$ cat config.mk
export PLATFORM = sky130hd
export DESIGN_NAME = gearbox_tx_param
export DESIGN_NICKNAME = d
export VERILOG_FILES = /design/src/rtl/gearbox_tx_param.sv
export SDC_FILE = /design/constraint.sdc
export NUM_CORES = 1
export LEC_CHECK = 0
export ABC_AREA = 1
export BUFFER_PORTS_ARGS = -buffer_cell sky130_fd_sc_hd__buf_2
export CAP_MARGIN = 10
export CORE_UTILIZATION = 25
export DETAILED_ROUTE_END_ITERATION = 6
export GPL_TIMING_DRIVEN = 0
export SLEW_MARGIN = 20
export SYNTH_ARGS = -nofsm -noshare
export SYNTH_HDL_FRONTEND = slang
export SYNTH_SLANG_ARGS = --single-unit
$ cat constraint.sdc
create_clock -name clk_i -period 3.2 [get_ports clk_i]
set_clock_uncertainty 0.15 [all_clocks]
set_input_delay 0.16 -clock clk_i [delete_from_list [all_inputs] [get_ports clk_i]]
set_output_delay 0.16 -clock clk_i [all_outputs]
set_load 0.1 [all_outputs]
$ cat src/rtl/gearbox_tx_param.sv
// Transmit width-reduction gearbox: IN_W-bit words in, OUT_W-bit words out, LSB first.
// The output side cannot stall. Input starvation shows up as dout_valid gaps, never as stale data.
module gearbox_tx_param #(
   parameter int IN_W   = 66,
   parameter int OUT_W  = 20,
   parameter int FILL_W = $clog2(IN_W + OUT_W)
) (
   input  logic              clk_i,
   input  logic              sclr_i,
   input  logic [IN_W-1:0]   din_i,
   input  logic              din_valid_i,
   output logic              din_ready_o,
   output logic [OUT_W-1:0]  dout_o,
   output logic              dout_valid_o,
   output logic [FILL_W-1:0] fill_o
);
   localparam int                ST_W    = IN_W + OUT_W - 1;
   localparam logic [FILL_W-1:0] OUT_CNT = FILL_W'(OUT_W);
   localparam logic [FILL_W-1:0] IN_CNT  = FILL_W'(IN_W);

   logic [ST_W-1:0]   store_q, store_d;
   logic [FILL_W-1:0] fill_q, fill_d;
   logic [OUT_W-1:0]  dout_q, dout_d;
   logic              dout_valid_q, dout_valid_d;

   logic              emit, take;
   logic [FILL_W-1:0] fill_rem;
   logic [ST_W-1:0]   store_shift, din_ext, din_mask;

   always_comb begin
      emit         = (fill_q >= OUT_CNT);
      fill_rem     = emit ? (fill_q - OUT_CNT) : fill_q;
      // ready depends only on the registered fill, never on din_valid
      din_ready_o  = (fill_rem < OUT_CNT);
      take         = din_ready_o & din_valid_i;

      store_shift  = emit ? (store_q >> OUT_W) : store_q;
      din_ext      = ST_W'(din_i) << fill_rem;
      din_mask     = ST_W'({IN_W{1'b1}}) << fill_rem;
      store_d      = take ? ((store_shift & ~din_mask) | din_ext) : store_shift;

      fill_d       = fill_rem + (take ? IN_CNT : '0);
      dout_d       = emit ? store_q[OUT_W-1:0] : dout_q;
      dout_valid_d = emit;
   end

   always_ff @(posedge clk_i) begin
      if (sclr_i) begin
         fill_q       <= '0;
         dout_q       <= '0;
         dout_valid_q <= 1'b0;
      end else begin
         fill_q       <= fill_d;
         dout_q       <= dout_d;
         dout_valid_q <= dout_valid_d;
      end
   end

   // Storage is deliberately left uncleared: fill alone decides which bits are live.
   always_ff @(posedge clk_i) begin
      store_q <= store_d;
   end

   assign dout_o       = dout_q;
   assign dout_valid_o = dout_valid_q;
   assign fill_o       = fill_q;

endmodule

=== Word level (Yosys, flattened, before mapping) ===
Index checks and enable logic that the tools add are counted.

* Register bits after elaboration: 113
* Bits of input ports: 69
* Output and inout port bits: 29
* Word-level logic and storage cells: 18

* $add $sub $neg: 2
* Order comparisons: 2
* Shifts and indexed selects: 2
* Mux-type cells: 4
* Bitwise logic cells: 4

{| class="wikitable"
|+ Operators by type and width
! cell !! number
|-
| 2-to-1 mux 85 bit || 2
|-
| bitwise AND 85 bit || 1
|-
| inverter 85 bit || 1
|-
| bitwise OR 85 bit || 1
|-
| left shift 66 x 7 -> 85 bit || 1
|-
| left shift 66 x 7 -> 85 bit (first input constant) || 1
|-
| 2-to-1 mux 7 bit || 2
|-
| adder 7 bit || 1
|-
| greater-or-equal comparator 7 x 5 -> 1 bit (second input constant) || 1
|-
| less-than comparator 7 x 5 -> 1 bit (second input constant) || 1
|-
| subtractor 7 x 5 -> 7 bit (second input constant) || 1
|-
| bitwise AND 1 bit || 1
|}

=== Logic depth before layout (Yosys ltp) ===
Gate-level depths: netlist of the first run.

* Word-level depth: 7
* Gate-level depth with buffers: 19
* Mapped depth without buffers: 17

=== Worst setup path after synthesis of the first run ===
Ideal clock, no wire load.

* Path kind: flip-flop to output port
* From: reg fill_q[3] (netlist: fill_o[3])
* To: out din_ready_o
* Data arrival time: 3.307 ns
* Required time: 2.890 ns
* Path slack: -0.417 ns
* Cell stages (with the launch flop): 10
* Buffers on the path: 0
* Cells stage by stage: dfxtp_1 inv_1 ha_1 xor2_1 nand2_1 nand2_2 inv_2 nand2_1 nand2_2 nor2_1

* Cells in the longest elaborated chain, start to end: 3
* Elaborated cells on any way between the ends: 4
* Those cells by class: add/sub (1); order compare (2); mux (1)

{| class="wikitable"
|+ RTL lines
! what !! RTL line !! source
|-
| from (decl) || 22 || <nowiki>logic [FILL_W-1:0] fill_q, fill_d;</nowiki>
|-
| from (signal assigned) || 53 || <nowiki>fill_q <= fill_d;</nowiki>
|-
| subtractor 7 x 5 -> 7 bit or greater-or-equal comparator 7 x 5 -> 1 bit (tied branches) || 32, 31 ||
|-
| 2-to-1 mux 7 bit (*) || 32 || <nowiki>fill_rem = emit ? (fill_q - OUT_CNT) : fill_q;</nowiki>
|-
| less-than comparator 7 x 5 -> 1 bit (*) || 34 || <nowiki>din_ready_o = (fill_rem < OUT_CNT);</nowiki>
|-
| to (decl) || 12 || <nowiki>output logic din_ready_o,</nowiki>
|}

Mark *: on every way between the ends. The rest lies on a longest branch, timed or not.

=== Worst setup path after layout of the first run ===
* From: reg fill_q[1] (netlist: fill_o[1])
* To: reg store_q[29]

* Cells in the longest elaborated chain, start to end: 7
* Elaborated cells on any way between the ends: 12
* Those cells by class: add/sub (1); order compare (2); shift (2); mux (3); bitwise (4)

{| class="wikitable"
|+ RTL lines
! what !! RTL line !! source
|-
| subtractor 7 x 5 -> 7 bit or greater-or-equal comparator 7 x 5 -> 1 bit (tied branches) || 32, 31 ||
|-
| 2-to-1 mux 7 bit || 32 ||
|-
| left shift 66 x 7 -> 85 bit || 39 || <nowiki>din_mask = ST_W'({IN_W{1'b1}}) << fill_rem;</nowiki>
|-
| inverter 85 bit || 40 || <nowiki>store_d = take ? ((store_shift & ~din_mask) | din_ext) : store_shift;</nowiki>
|-
| bitwise AND 85 bit || 40 ||
|-
| bitwise OR 85 bit || 40 ||
|-
| 2-to-1 mux 85 bit (*) || 40 ||
|-
| named net store_d[29] || 21 || <nowiki>logic [ST_W-1:0] store_q, store_d;</nowiki>
|-
| to (signal assigned) || 61 || <nowiki>store_q <= store_d;</nowiki>
|-
| to (decl) || 21 ||
|}

Mark *: on every way through the listed nets, which the timed path passes. The rest lies on a longest branch.
A chain may end at the register's enable or synchronous reset.

==> metrics.csv, run 1 <==
stage,metric,value,unit
routing,drc violations,0,
routing,DR WL/cell,19.5,um
setup_path,CP Capture Type,register,
routing,DR vias/cell,5.09,
timing,Fmax achieved,319,MHz
hold_path,min-delay src,din_i[1],
global_route,global route overflow,0,
clock_network,TritonCTS buffer count,9,
synthesis,sequential share of the synthesized area,0.272,
synthesis,Syn Inst Count,1461,
layout,area of the multi-input gates,0.00512,mm^2
setup_path,Worst Path Max Fanout,10,
synthesis,Cell variety after synth,39,
clock_network,# clock sinks,112,
routing,M1 wire length,17700,um
synthesis,Mean Syn Cell Area,5.65,um^2
setup_path,Crit path required time,3300,ps
global_route,GRT Overall Usage,0.234,
clock_network,CTS clock-pin slew for the worst setup and hold paths,80,ps
layout,fin nets,1645,
run_status,status,completed,
routing,drt total wl,39500,um
routing,initial drt markers,1195,
floorplanning,die width,184,um
layout,layout cells sized above 1,0.123,
routing,max layer used,met4,
routing,ANT nets after route,0,
timing,Final Hold Viols,0,
global_route,vias in the first global route,9639,
floorplanning,Die Ht,184,um
floorplanning,core area,0.0325,mm^2
setup_path,arrival time worst endpoint,3240,ps
timing,Slew @ Worst Pin,838,ps
layout,# fillers,3809,
synthesis,YS warnings,0,
layout,post-route design area,0.00969,mm^2
layout,"commonest non-fill, non-tap cell in the layout",nand2_1,
setup_path,startpoint class of the critical path,register,
timing,RSZ-0062 raised after global routing,no,
floorplanning,row count,66,
layout,sequential standard cell area,0.00225,mm^2
timing,# setup viols final,0,
synthesis,Mapped Nets,1532,
placed_design,Final GP Congestion,0.988,
run,Max-Cap Viols,0,
floorplanning,number of I/O pins,98,
clock_network,Clock Root Buffer,clkbuf_16,
hold_path,HP Class,in2reg,
layout,Area Overhead vs Synth,17.4,%
layout,Antenna diodes,0,
setup_path,Setup crit start,fill_o[1],
synthesis,Post-Syn Area,0.00825,mm^2
global_route,largest net degree at the start of global routing,20,
layout,most frequent cells in the layout,"559 x nand2_1, 171 x nand3_1, 171 x o21ai_0",
global_route,initial antenna violation count,0,
placed_design,placed wire-length estimate,32500,um
timing,Final Critical Period,3130,ps
clock_network,CTS tree,done,
routing,met3 WL,2580,um
floorplanning,initial core utilization,0.254,
synthesis,Seq cells post-synth,112,
timing,final max-slew violation count,0,
clock_network,Max clock buf depth,2,
clock_network,"Clk Latency, worst-skew pair",360,ps
placed_design,DP Area,0.00930,mm^2
routing,Vias,10300,
timing,Slew headroom,0.436,
clock_network,htree depth,3,
timing,final hold slack,151,ps
placed_design,I/O Buffers,96,
routing,DR WL met2,17800,um
timing,Final TNS setup,0,ps
floorplanning,Die ar.,0.0337,mm^2
setup_path,RR Startpoint,fill_o[1],
setup_path,Setup Crit Path Kind,reg2reg,
timing,Final Cycle Share,0.979,
global_route,first-pass GRT wire length,58400,um
layout,"Core Util, Final",0.298,
routing,Pre-antenna DRT Iters,6,
timing repair:
| item | in CTS | in global routing |
|---|---|---|
| setup endpoints to repair | 3 | 3 |
| resized for setup | 4 | 8 |
| buffers inserted | 1 | 5 |
| endpoints found under the hold margin | 2 | 0 |
| hold buffers | 1 | 0 |
| pin swaps | 1 | 2 |
| cloned | 0 | 0 |
final timing paths:
| path | to | slack, ps | cells after the start |
|---|---|---|---|
| worst max register to register | store_q[29] | 70 | 9 |
| worst max-delay path | store_q[29] | 70 | 9 |
| worst min register to register | store_q[84] | 290 | 2 |
| worst min-delay path | store_q[1] | 150 | 5 |
registers in the layout, indices dropped and copies added, names as in the netlist:
name          flops
dout_o           20
dout_valid_o      1
store_q          85
fill_o            6
synthesized netlist by cell type, drive strengths merged:
cell,number,area [um^2]
a21boi,2,15.0
a21o,1,7.51
a21oi,24,120
a31oi,1,6.26
and2,1,6.26
buf,53,324
clkbuf,44,165
conb,1,3.75
dfxtp,112,2240
ha,2,25.0
inv,114,430
mux2i,9,90.1
nand2,566,2140
nand3,172,866
nand3b,3,22.5
nand4,10,68.8
nor2,112,447
nor3,1,5.00
o211ai,17,128
o21a,3,22.5
o21ai,197,997
o31ai,10,75.1
or2,4,25.0
xor2,2,17.5
critical path: stages (launching register included):
cell and delay [ps]:
dfxtp_1 440, clkbuf_1 300, clkbuf_1 480, nor2_1 220, inv_1 180, nand2_1 70
o21ai_1 230, o21ai_0 390, o21ai_0 450, o21ai_1 110
per-layer routing:
layer  global-route usage  vias up
met3               0.0265       76
met5                    0        -
met4               0.0940        0
met1                0.314     4823
met2                0.381      466
li1                     -     4931
logic make-up after synthesis:
kind of cell | share of synthesized area
buf+inv | 0.111
other cells | 0.000454
simple gates | 0.434
mux | 0.0109
flops | 0.272
compound gates | 0.166
xor+xnor | 0.00212
fa+ha+maj | 0.00303
area by class of cell:
cell class | count | share of cell area
repair buffers | 103 | 0.0553
multi-input cells | 1138 | 0.528
plain buffers | 96 | 0.0510
clock buffers | 9 | 0.0232
inverters | 114 | 0.0444
well taps | 442 | 0.0571
clock inverters | 7 | 0.00814
flip-flops and latches | 112 | 0.233
stage by stage:
| stage | instances | setup slack, ps |
|---|---|---|
| 6_report | 2021 | 67.5 |
| 5_1_grt | 2021 | 4.92 |
| 2_1_floorplan | 1461 | 2.06 |
| 3_3_place_gp | 1999 | -285 |
| 4_1_cts | 2016 | 78.4 |
| 3_5_place_dp | 1999 | -355 |
Power of run 1 is not shown: default switching activity piles up to over one toggle a cycle in this logic, so the estimate is an artifact.
==> inputs of run 2 (changes only) <==
BUFFER_PORTS_ARGS = not set   (was -buffer_cell sky130_fd_sc_hd__buf_2)
CTS_CLUSTER_DIAMETER = 100   (was not set)
DONT_BUFFER_PORTS = 1   (was not set)
==> metrics.csv, run 2 (synthesis results as in run 1) <==
stage,metric,value,unit,change
run_status,status,completed,,
layout,Antenna diodes,0,,unchanged
timing,Slew headroom,0.331,,-0.104
global_route,GRT Overall Usage,0.230,,-0.00427
floorplanning,number of I/O pins,98,,unchanged
global_route,GR Layer Usage met1,0.303,,-0.0110
global_route,Top Usage Layer GRT,met2,,
hold_path,cell count of the worst hold path,4,,-1
layout,fin nets,1554,,-5.5%
timing,Final Critical Period,3100,ps,-35.5 ps
clock_network,htree depth,3,,unchanged
setup_path,CP Capture Type,register,,
floorplanning,row count,66,,unchanged
layout,Post-Layout Cell Count,1930,,-4.5%
placed_design,I/O Buffers,0,,-100%
run,Max-Cap Viols,0,,unchanged
layout,layout cells sized above 1,0.0719,,-0.0516
setup_path,worst r2r dst,fill_o[6],,
timing,Slew @ Worst Pin,1000,ps,+164 ps
clock_network,CTS tree,done,,
hold_path,min-delay src,din_i[1],,
setup_path,startpoint class of the critical path,register,,
setup_path,Setup Crit Path Kind,reg2reg,,
layout,flip-flop count of the largest register after layout,85,,unchanged
clock_network,Clock Root Buffer,clkbuf_16,,
routing,drt total wl,38700,um,-1.9%
setup_path,worst path cell trace,nor2_1 > a21o_4 > nand2_4 > inv_4 > nand2_2 > nand2_1 > nand2_2 > nor2_8 > buf_12 > ha_1 > nand2_1 > nor2_2 > nand2_1 > o21ai_2 > nand2_1 > o21ai_0 > inv_1,,
setup_path,worst reg2reg path depth,17,,+8
floorplanning,core area,0.0325,mm^2,unchanged
setup_path,RR Startpoint,fill_o[6],,
global_route,initial antenna violation count,0,,unchanged
setup_path,reg-to-reg setup timing slack,100,ps,+40 ps
layout,Area Overhead vs Synth,12.7,%,
timing,final max-slew violation count,0,,unchanged
global_route,met2 Resource Use GR,0.383,,+0.00212
placed_design,placed wire-length estimate,31900,um,-2.0%
timing,# setup viols final,0,,unchanged
setup_path,Worst path slowest cell,dfxtp_4,,
clock_network,TritonCTS buffer count,9,,unchanged
routing,DR vias/cell,5.17,,+1.4%
setup_path,Worst Path Max Fanout,9,,-1
hold_path,HP Class,in2reg,,
setup_path,Max stage delay on crit path,460,ps,-20 ps
timing,RSZ-0062 raised after global routing,yes,,
routing,DR WL/cell,20.1,um,+2.7%
clock_network,"Clk Latency, worst-skew pair",360,ps,about the same
routing,drc violations,0,,unchanged
layout,Reg with most FFs,store_q,,
global_route,first-pass GRT wire length,57500,um,-1.5%
layout,"commonest non-fill, non-tap cell in the layout",nand2_1,,
routing,ANT nets after route,0,,unchanged
setup_path,arrival time worst endpoint,3210,ps,-30 ps
global_route,global route overflow,0,,unchanged
timing,Fmax achieved,323,MHz,+1.1%
placed_design,Post-Place Cells,1903,,-4.8%
floorplanning,initial core utilization,0.254,,unchanged
timing,final hold slack,26.5,ps,-125 ps
floorplanning,Die ar.,0.0337,mm^2,unchanged
setup_path,Crit path required time,3310,ps,about the same
timing,Final Cycle Share,0.968,,-0.0111
routing,Pre-antenna DRT Iters,6,,unchanged
setup_path,critical path's most frequent cell,nand2_1,,
hold_path,Worst Hold End,store_q[1],,
clock_network,CTS clock-pin slew for the worst setup and hold paths,80,ps,about the same
clock_network,# clock sinks,112,,unchanged
routing,Vias,9969,,-3.2%
global_route,grt met3 use,0.0353,,+0.00872
global_route,vias in the first global route,9326,,-3.2%
floorplanning,die width,184,um,unchanged
layout,most frequent cells in the layout,"559 x nand2_1, 171 x nand3_1, 170 x o21ai_0",,
timing,Final Hold Viols,0,,unchanged
global_route,largest net degree at the start of global routing,20,,unchanged
floorplanning,Die Ht,184,um,unchanged
routing,initial drt markers,1264,,+5.8%
clock_network,Max clock buf depth,2,,unchanged
placed_design,Final GP Congestion,0.983,,-0.58%
-- run 2: cell count changes in the layout (fill, tap and decap cells not counted), moves of 2 or more --
cell and change:
buf_4 +5, dfxtp_2 -3, dfxtp_4 +4, clkbuf_8 +2, buf_2 -96, clkbuf_1 -2
-- run 2: per-layer routing --
metal	vias to the layer above	part of all wire
li1	4749	-
met1	4675	0.43
met2	488	0.46
met3	57	0.080
met4	0	0.026
met5	-	0
-- run 2: how the worst max path moves through the flow --
stage / to / startpoint / slack [ps]
after floorplan: fill_o[6] / fill_o[3] / 2
after global placement: fill_o[6] / fill_o[3] / -710
after detailed placement: fill_o[6] / fill_o[3] / -760
after CTS: din_ready_o / fill_o[3] / -90
after global routing: fill_o[6] / fill_o[2] / -110
final: fill_o[6] / fill_o[6] / 100
-- run 2: stage by stage --
stage          utilization  setup slack [ps]  area, um^2  setup TNS (ps)
2_1_floorplan            -              2.06        8260               0
3_3_place_gp         0.271              -711        8820           -9090
3_5_place_dp         0.271              -757        8820           -8220
4_1_cts              0.283             -89.1        9200            -127
5_1_grt              0.286              -114        9300            -217
6_report             0.286               103        9300               0
-- run 2: cell type report --
type	instances	area [um^2]
tap	442	553
sequential	112	2260
inverter	114	430
clock inverter	5	85.1
multi-input combinational	1138	5130
clock buffer	11	253
fill	3800	23200
timing repair buffer	12	92.6
buffer	96	495
-- run 2: what timing repair did --
action,4_1_cts,5_1_grt
hold endpoints to repair,7,0
pin swaps,1,4
gates resized for setup,15,9
hold buffers,1,0
setup endpoints to repair,65,25
buffers inserted,1,10
-- run 2: worst max-delay path: cells and delay by family (launching register included) --
family / cells / cell delay, ps
and+or+nand+nor: 10 / 1410
adders and majority gates: 1 / 170
buffers and inverters: 3 / 330
DFF: 1 / 460
AOI/OAI and AO/OA: 3 / 470
Power of run 2 is left out for the same reason.
==> inputs of run 3 (changes only) <==
PLACE_DENSITY = 0.46   (was not set)
==> metrics.csv, run 3 (synthesis results as in run 1) <==
stage,metric,value,unit,change
run_status,status,completed,,
layout,Reg with most FFs,store_q,,
floorplanning,Die ar.,0.0337,mm^2,unchanged
floorplanning,initial core utilization,0.254,,unchanged
timing,# setup viols final,0,,unchanged
layout,"commonest non-fill, non-tap cell in the layout",nand2_1,,
layout,Antenna diodes,0,,unchanged
layout,Area Overhead vs Synth,12.1,%,
timing,Slew @ Worst Pin,972,ps,-29.7 ps
setup_path,Crit path required time,3310,ps,about the same
setup_path,Setup crit start,fill_o[1],,
setup_path,crit path to,store_q[28],,
timing,Final Cycle Share,0.993,,+0.0257
setup_path,arrival time worst endpoint,3290,ps,+80 ps
clock_network,CTS tree,done,,
routing,Pre-antenna DRT Iters,5,,-1
clock_network,Max clock buf depth,2,,unchanged
layout,most frequent cells in the layout,"557 x nand2_1, 171 x nand3_1, 170 x o21ai_0",,
setup_path,RR Startpoint,fill_o[1],,
setup_path,reg-to-reg setup timing slack,20,ps,-80 ps
timing,Final TNS setup,0,ps,unchanged
setup_path,CP Capture Type,register,,
clock_network,htree depth,3,,unchanged
clock_network,# clock sinks,112,,unchanged
setup_path,Setup Crit Path Kind,reg2reg,,
global_route,GRT Overall Usage,0.247,,+0.0167
floorplanning,number of I/O pins,98,,unchanged
routing,ANT nets after route,0,,unchanged
global_route,first-pass GRT wire length,60500,um,+5.1%
setup_path,worst r2r dst,store_q[28],,
routing,Vias,9832,,-1.4%
floorplanning,Die Ht,184,um,unchanged
run,Max-Cap Viols,0,,unchanged
placed_design,I/O Buffers,0,,unchanged
setup_path,worst reg2reg path depth,7,,-10
layout,fin nets,1549,,-0.32%
timing,Fmax achieved,315,MHz,-2.6%
setup_path,Worst Path Max Fanout,10,,+1
global_route,vias in the first global route,9347,,+0.23%
clock_network,TritonCTS buffer count,9,,unchanged
floorplanning,die width,184,um,unchanged
routing,DR vias/cell,5.11,,-1.1%
placed_design,Final GP Congestion,0.921,,-6.2%
placed_design,placed wire-length estimate,33300,um,+4.3%
clock_network,CTS clock-pin slew for the worst setup and hold paths,90,ps,about the same
clock_network,"Clk Latency, worst-skew pair",370,ps,about the same
timing,Final Hold Viols,0,,unchanged
hold_path,HP Class,in2reg,,
layout,layout cells sized above 1,0.0742,,+0.00227
routing,drc violations,0,,unchanged
routing,initial drt markers,979,,-23%
floorplanning,core area,0.0325,mm^2,unchanged
global_route,global route overflow,0,,unchanged
global_route,initial antenna violation count,0,,unchanged
layout,# fillers,3873,,+1.9%
routing,DR WL/cell,21.2,um,+6.0%
floorplanning,row count,66,,unchanged
timing,Slew headroom,0.351,,+0.0198
global_route,largest net degree at the start of global routing,23,,+15%
timing,final max-slew violation count,0,,unchanged
timing,Final Critical Period,3180,ps,+82.1 ps
setup_path,startpoint class of the critical path,register,,
layout,flip-flop count of the largest register after layout,85,,unchanged
clock_network,Clock Root Buffer,clkbuf_16,,
routing,drt total wl,40900,um,+5.7%
## run 3: worst max-delay path, stage by stage (launching register included)
cell,delay [ps]
dfxtp_4,570
clkbuf_1,330
clkbuf_1,620
o21ai_0,180
o21ai_0,310
o21ai_1,330
o21ai_0,480
o21ai_1,110
## run 3: how the worst min path moves through the flow
stage | startpoint | to | slack [ps] | depth (start not counted)
global placement | sclr_i | fill_o[1] | 80 | 1
floorplan | sclr_i | fill_o[1] | 80 | 1
finish | din_i[0] | store_q[0] | 110 | 4
global route | din_i[0] | store_q[0] | 120 | 4
CTS | din_i[0] | store_q[0] | 90 | 4
detailed placement | sclr_i | fill_o[1] | 90 | 1
## run 3: cell type report
| class | instances | area [um^2] | area share |
|---|---|---|---|
| buffer | 96 | 502 | 0.0542 |
| clock buffer | 9 | 225 | 0.0243 |
| clock inverter | 7 | 78.8 | 0.00852 |
| inverter | 114 | 433 | 0.0468 |
| multi-input combinational | 1138 | 5140 | 0.555 |
| sequential | 112 | 2260 | 0.245 |
| tap | 442 | 553 | 0.0598 |
| timing repair buffer | 7 | 57.6 | 0.00622 |
## run 3: timing repair
item | in CTS | in global routing
setup endpoints to repair | 76 | 19
resized for setup | 18 | 18
buffers inserted | 3 | 2
endpoints found under the hold margin | 8 | 0
pin swaps | 2 | 3
hold buffers | 2 | 0
## run 3: metal layers
layer	track usage	wire, um	vias up
li1	-	-	4743
met1	0.333	18700	4656
met2	0.411	18800	379
met3	0.0228	2150	54
met4	0.0823	1210	0
met5	0	0	-
## run 3: per-stage QoR
step | setup WS (ps) | cells | hold slack (ps) | utilization | area (um^2)
finish | 20.9 | 1925 | 107 | 0.284 | 9250
global route | -1.51 | 1925 | 123 | 0.284 | 9250
CTS | -12.0 | 1923 | 86.8 | 0.283 | 9200
detailed placement | -836 | 1903 | 86.1 | 0.271 | 8820
global placement | -797 | 1903 | 83.2 | 0.271 | 8820
floorplan | 2.06 | 1461 | 81.2 | - | 8260
Power of run 3 is left out for the same reason.
